**config.mk**
```make
export PLATFORM = sky130hd
export DESIGN_NAME = eit_scan_sequencer
export DESIGN_NICKNAME = d
export VERILOG_FILES = /design/src/rtl/eit_scan_sequencer.sv
export SDC_FILE = /design/constraint.sdc
export NUM_CORES = 1
export LEC_CHECK = 0
export ABC_AREA = 1
export ABC_CLOCK_PERIOD_IN_PS = 2820
export CORE_MARGIN = 4
export CORE_UTILIZATION = 38
export DETAILED_ROUTE_END_ITERATION = 6
export GPL_ROUTABILITY_DRIVEN = 0
export SYNTH_ARGS = -nofsm -noshare
export SYNTH_HDL_FRONTEND = slang
export SYNTH_SLANG_ARGS = --single-unit
```
**constraint.sdc**
```tcl
create_clock -name clk -period 2.82 [get_ports clk]
set_input_delay 0.564 -clock clk [delete_from_list [all_inputs] [get_ports clk]]
set_output_delay 0.564 -clock clk [all_outputs]
set_load 0.05 [all_outputs]
```
**src/rtl/eit_scan_sequencer.sv**
```systemverilog
// EIT adjacent-drive / adjacent-measure frame sequencer feeding mux_controller.
// Each frame steps drive d and sense offset k, handshaking with the mux and the ADC.
module eit_scan_sequencer #(
  parameter int N_ELEC        = 16,
  parameter int SETTLE_CYCLES = 64,
  parameter int MUX_TIMEOUT   = 1024,
  parameter int ADC_TIMEOUT   = 1024
) (
  input  logic       clk,
  input  logic       rst,
  input  logic       frame_start,
  input  logic       abort,
  output logic [7:0] mux_val,
  output logic       start_mux,
  input  logic       mux_done,
  output logic       adc_start,
  input  logic       adc_done,
  output logic [7:0] meas_index,
  output logic       busy,
  output logic       frame_done,
  output logic       error
);

  // Handshake: start_mux / adc_start are one-cycle requests issued from the REQ
  // states; the matching done is honoured only while sitting in the WAIT state.

  typedef enum logic [2:0] {
    S_IDLE,
    S_MUX_REQ,
    S_MUX_WAIT,
    S_SETTLE,
    S_ADC_REQ,
    S_ADC_WAIT,
    S_NEXT,
    S_DONE
  } state_t;

  localparam int CNT_MAX_A = (MUX_TIMEOUT > ADC_TIMEOUT) ? MUX_TIMEOUT : ADC_TIMEOUT;
  localparam int CNT_MAX   = (CNT_MAX_A > SETTLE_CYCLES) ? CNT_MAX_A : SETTLE_CYCLES;
  localparam int CW        = $clog2(CNT_MAX + 1);

  localparam logic [CW-1:0] MUX_LAST    = CW'(MUX_TIMEOUT - 1);
  localparam logic [CW-1:0] ADC_LAST    = CW'(ADC_TIMEOUT - 1);
  localparam logic [CW-1:0] SETTLE_LAST = CW'(SETTLE_CYCLES - 1);

  localparam logic [3:0] K_FIRST = 4'd2;
  localparam logic [3:0] K_LAST  = 4'(N_ELEC - 2);
  localparam logic [3:0] D_LAST  = 4'(N_ELEC - 1);
  localparam logic [4:0] N_MOD   = 5'(N_ELEC);

  state_t        state;
  state_t        state_nxt;
  logic [CW-1:0] cnt;
  logic [3:0]    drive;
  logic [3:0]    offset;
  logic [3:0]    drive_nxt;
  logic [3:0]    offset_nxt;
  logic [4:0]    sense_sum;
  logic [3:0]    sense_nxt;
  logic          load_val;
  logic          meas_clr;
  logic          meas_inc;
  logic          err_set;
  logic          err_clr;

  always_comb begin
    state_nxt  = state;
    drive_nxt  = drive;
    offset_nxt = offset;
    load_val   = 1'b0;
    meas_clr   = 1'b0;
    meas_inc   = 1'b0;
    err_set    = 1'b0;
    err_clr    = 1'b0;
    if (abort) begin
      state_nxt = S_IDLE;
    end else begin
      case (state)
        S_IDLE: begin
          if (frame_start) begin
            state_nxt  = S_MUX_REQ;
            drive_nxt  = 4'd0;
            offset_nxt = K_FIRST;
            load_val   = 1'b1;
            meas_clr   = 1'b1;
            err_clr    = 1'b1;
          end
        end
        S_MUX_REQ: state_nxt = S_MUX_WAIT;
        S_MUX_WAIT: begin
          // A done arriving on the final allowed cycle still counts.
          if (mux_done) begin
            state_nxt = S_SETTLE;
          end else if (cnt == MUX_LAST) begin
            state_nxt = S_IDLE;
            err_set   = 1'b1;
          end
        end
        S_SETTLE: begin
          if (cnt == SETTLE_LAST) state_nxt = S_ADC_REQ;
        end
        S_ADC_REQ: state_nxt = S_ADC_WAIT;
        S_ADC_WAIT: begin
          if (adc_done) begin
            state_nxt = S_NEXT;
          end else if (cnt == ADC_LAST) begin
            state_nxt = S_IDLE;
            err_set   = 1'b1;
          end
        end
        S_NEXT: begin
          if (offset < K_LAST) begin
            state_nxt  = S_MUX_REQ;
            offset_nxt = offset + 4'd1;
            load_val   = 1'b1;
            meas_inc   = 1'b1;
          end else if (drive < D_LAST) begin
            state_nxt  = S_MUX_REQ;
            drive_nxt  = drive + 4'd1;
            offset_nxt = K_FIRST;
            load_val   = 1'b1;
            meas_inc   = 1'b1;
          end else begin
            state_nxt = S_DONE;
          end
        end
        S_DONE:  state_nxt = S_IDLE;
        default: state_nxt = S_IDLE;
      endcase
    end
  end

  // Sense electrode for the upcoming measurement; modulo by conditional subtract.
  always_comb begin
    sense_sum = {1'b0, drive_nxt} + {1'b0, offset_nxt};
    sense_nxt = (sense_sum >= N_MOD) ? 4'(sense_sum - N_MOD) : sense_sum[3:0];
  end

  always_ff @(posedge clk) begin
    if (rst) begin
      state      <= S_IDLE;
      cnt        <= '0;
      drive      <= 4'd0;
      offset     <= K_FIRST;
      mux_val    <= 8'h00;
      meas_index <= 8'h00;
      error      <= 1'b0;
    end else begin
      state <= state_nxt;
      // Dwell counter restarts on every state change.
      if (state_nxt != state || state == S_IDLE) begin
        cnt <= '0;
      end else begin
        cnt <= cnt + 1'b1;
      end
      drive  <= drive_nxt;
      offset <= offset_nxt;
      if (load_val) begin
        mux_val <= {sense_nxt, drive_nxt};
      end
      if (meas_clr) begin
        meas_index <= 8'h00;
      end else if (meas_inc) begin
        meas_index <= meas_index + 8'd1;
      end
      if (err_set) begin
        error <= 1'b1;
      end else if (err_clr) begin
        error <= 1'b0;
      end
    end
  end

  assign start_mux  = (state == S_MUX_REQ);
  assign adc_start  = (state == S_ADC_REQ);
  assign frame_done = (state == S_DONE);
  assign busy       = (state != S_IDLE);

endmodule

```
# Yosys cells after proc, flatten, opt, wreduce, memory -nomap -nowiden
# Index checks and enable logic that the tools add are counted.
# totals
ff_bits	39
inputBits	6
out_inout_bits	21
wordCells	68
# op_classes
addsub	6
magnitude_cmp	3
n_eq_ne	10
muxes	36
n_reduce_logical	6
# ops
cell	count
$mux 4	9
$mux 3	8
$pmux 3 s8	1
$pmux 4 s2	2
$mux 1	14
$eq 3x3->1 const B	4
$add 11x1->11 const B	1
$eq 11x10->1 const B	1
$eq 11x6->1 const B	1
$add 4x1->4 const B	2
$add 8x1->8 const B	1
$lt 4x4->1 const B	2
$eq 3x2->1 const B	2
$add 4x4->5	1
$ge 5x5->1 const B	1
$pmux 1 s2	2
$reduce_or 2->1	2
$sub 4x1->4 const B	1
$eq 3x1->1 const B	1
$logic_not 3->1	1
$ne 3x3->1	1
$reduce_bool 3->1	1
$reduce_bool 2->1	1
$logic_or 1x1->1	1

# Logic depth before layout (Yosys ltp)
# depth
word_depth	8
mapped_depth	19
ltp_nobuf	18

# Worst setup path before layout
# OpenSTA, ideal clock, no wires.
# synth_timing
path_type	register -> register
start	register state[1]
end	register cnt[5]
setup_time_ps	117
arrival_ps	2324
required_ps	2703
setup_slack_ps	380
path_stages_with_launch	11
path_buffers	2
period_less_slack_ps	2440
cell_sequence	dfxtp_1 -> buf_6 -> nor3_1 -> a21oi_1 -> nand3_1 -> o21bai_2 -> nand2_1 -> nand2_1 -> nand3_2 -> buf_6 -> nor2_2
# synth_between
elab_cells_between_ends	18
classes_between	eq/ne (8); mux (7); reduce/logical (3)
# synth_rtl
element	line_no	source
from (decl)	51	state_t state;
from (signal assigned)	149	state <= state_nxt;
$eq 3x1->1	n/a	
via start_mux	14	output logic start_mux,
$pmux 3 s8	78	case (state)
$mux 3	75	if (abort) begin
$ne 3x3->1	151	if (state_nxt != state || state == S_IDLE) begin
$logic_or 1x1->1	151	
$reduce_or 2->1 (no line)	n/a	
to (signal assigned)	154	cnt <= cnt + 1'b1;
to (decl)	53	logic [CW-1:0] cnt;
# The timed path passes the listed nets, and every way through them passes these cells.
# A chain may end at the register's enable or synchronous reset.

# Final worst setup path
# layout_timing
start	register state[0]
end	output port start_mux
# layout_between
elab_chain_len	1
# layout_lines
element	line_no	source
$eq 3x1->1	174	assign start_mux = (state == S_MUX_REQ);
to (decl)	14	
# Every way passes these cells.

==> flow_summary.ini <==
[outcome]
status = finished, final reports clean

[pwr]
pwr-share-comb_pct = 12.5
clockPowerShare_pct = 35.1
switching_share_pct = 26.3
seq_power_share_pct = 52.4
vdd_drop_max_mv = 0.233
powerDensity_nw_per_um2 = 387
p_leak_nw = 1.21
p_switching_mw = 0.287
p_int_mw = 0.802

[die]
start_util_pct = 39.2
pin_count = 27
core_area_um2 = 5920
die_h_um = 86.2
die_w_um = 86.2
die_area_um2 = 7420
num_rows = 28

[sta]
period_share_pct = 93.2
setup_violations = 0
tns_ps = 0
setup_ws_ps = 192
worst_pin_slew_ps = 510
fmax_ghz = 0.381
slew_headroom_pct = 66.0
hold_viol_final = 0
min_period_ps = 2630
rsz0062_at_grt = false
fin_hold_ws_ps = 462
slew_viol_final = 0
fin_skew_ps = 5.12

[finish]
layout_common_cells = nand2_1, dfxtp_1, nor2_1
drive_above_1_share_pct = 17.9
antennaDiodeCount = 0
final_util_pct = 47.5
seq_area_um2 = 781
multi_input_area_um2 = 1330
area_growth_pct = 21.1
finalNonFillerCells = 432
nFillCells = 611
layout_commonest_cell = nand2_1
nNetsFinal = 371

[drt]
avgRoutedWirePerCell_um = 11.2
drt_iter0_drc = 39
detailedRoute.firstPassIterationCount = 4
avgViaCountPerCell = 4.78
vias = 2067
drtAntennaViolNets = 0
wl_um = 4840
drc = 0

[logic_synthesis]
synthesis.nets = 331
ys_warn_count = 0
synthDominantCellAreaShare_pct = 33.6
synth_cell_types = 42
synth_seq_cells = 39
ys_seq_area_share_pct = 33.6
synth_area_leaders = dfxtp_1, nand2_1, nor2_1, nand3_1, inv_1
ys.flop_type = dfxtp_1
synth.largest_area_cell = dfxtp_1
synth_edf_count = 0
synth_cells = 317
syn_avg_cell_area_um2 = 7.32
async_flop_share_pct = 0
syn_area_um2 = 2320

[worst_hold_path]
hold-path-cell-count = 1
hp-start = cnt[0]
hold_class = flip-flop to flip-flop

[worst_setup_path]
path_max_fanout = 8
worst-path-stages = 3
crit_chain = inv_6 > nor3_1 > clkdlybuf4s50_1
criticalPathCategory = flip-flop to primary output
r2r_cells = 12
crit_slowest_cell = clkdlybuf4s50_1
slowest_delay_ps = 860
cp.required_ps = 2260
crit_family = buffers and inverters
r2r-start = state[1]
crit_arrival_ps = 2060
end_kind = primary output
startpoint_type = flip-flop
crit_start = state[0]
worst-path-buf-inv = 2

[placement]
dpl_worst_slack_ps = -26.1
hpwl_um = 3720
port_buffers = 26
place_inst = 425

[clock_network]
cts_resized = 0
cts_root_buffer = clkbuf_8
insertion_delay_ps = 290
clockBufferDepth = 2
cts-buffers-inserted = 5
hold_buffers = 0
postCtsSetupBuffers = 0
clkTransAtPathRegs_ps = 70
cts_tree = yes
h-tree-depth = 2
clock-sinks = 39

[global_routing]
grt_antenna_before_repair = 0
grt_max_degree = 12
gr-total-overflow = 0
grt_pass1_wl_um = 8650
grt_pass1_vias = 1979
grt_use_total_pct = 14.5

[job]
drv_cap = 0
## power groups by stage
stage	clock [mW]	combinational [mW]	sequential (mW)
after floorplan	0	0.0704	0.605
after global placement	0	0.138	0.583
after detailed placement	0	0.138	0.583
after CTS	0.398	0.138	0.570
after global routing	0.426	0.151	0.572
final	0.382	0.137	0.570
## worst reg2reg max path: cells and delay by family, from the launching register on
kind	cells	cell delay, ps
adders and majority gates	2	600
DFF	1	640
and+or+nand+nor	4	510
AOI/OAI and AO/OA	3	270
buffers and inverters	2	220
xor gates and xnor gates	1	150
## registers in the layout, summed over array words and instances, names as in the netlist
register,cells
meas_index,8
offset,4
error,1
cnt,11
mux_val,8
state,3
drive,4
## path summary, 6_finish.rpt
path | to | slack [ps]
worst max-delay path | start_mux | 190
worst min-delay path | cnt[0] | 460
worst max register to register | mux_val[6] | 340
worst min register to register | cnt[0] | 460
## synthesized netlist by cell type (2+ instances only)
master / count
a21oi_1: 21
buf_6: 3
clkbuf_1: 2
dfxtp_1: 39
ha_1: 7
inv_1: 32
inv_2: 5
nand2_1: 61
nand2_2: 5
nand3_1: 24
nand3_2: 4
nand3_4: 2
nand4_1: 5
nor2_1: 35
nor2_2: 13
nor2_4: 2
nor2_8: 2
nor3_1: 5
nor3_2: 2
o21a_1: 2
o21ai_0: 16
o21bai_1: 2
o21bai_2: 2
xnor2_1: 3
xor2_1: 6
## cell families (layout without fill, tap and decap cells)
kind of cell / Yosys count / in the layout / synth area share [%]
DFF: 39 / 39 / 33.6
xor gates and xnor gates: 9 / 9 / 3.40
and+or+nand+nor: 166 / 166 / 37.4
buffers and inverters: 47 / 87 / 9.22
AOI/OAI and AO/OA: 48 / 48 / 11.8
adders and majority gates: 8 / 8 / 4.64
## metal layers
layer  GRT usage [%]  vias up  part of all wire (%)
met2            24.0       34                    46
met5               0        -                     0
met1            18.3      920                    49
li1                -     1108                     -
met3            3.17        5                   3.6
met4            5.47        0                   1.3
## through the flow
step | power (mW) | instance area, um^2
6_report | 1.09 | 2810
2_1_floorplan | 0.675 | 2320
5_1_grt | 1.15 | 2810
3_3_place_gp | 0.721 | 2720
3_5_place_dp | 0.720 | 2720
4_1_cts | 1.11 | 2810
## cell type report
| class | instances | share of cell area (%) |
|---|---|---|
| clock buffers | 6 | 2.94 |
| clock inverters | 1 | 0.178 |
| inverters | 40 | 5.61 |
| multi-input cells | 231 | 47.2 |
| flip-flops and latches | 39 | 27.8 |
| well taps | 75 | 3.34 |
| repair buffers | 40 | 13.0 |
Power figures use the tool's default switching activity.
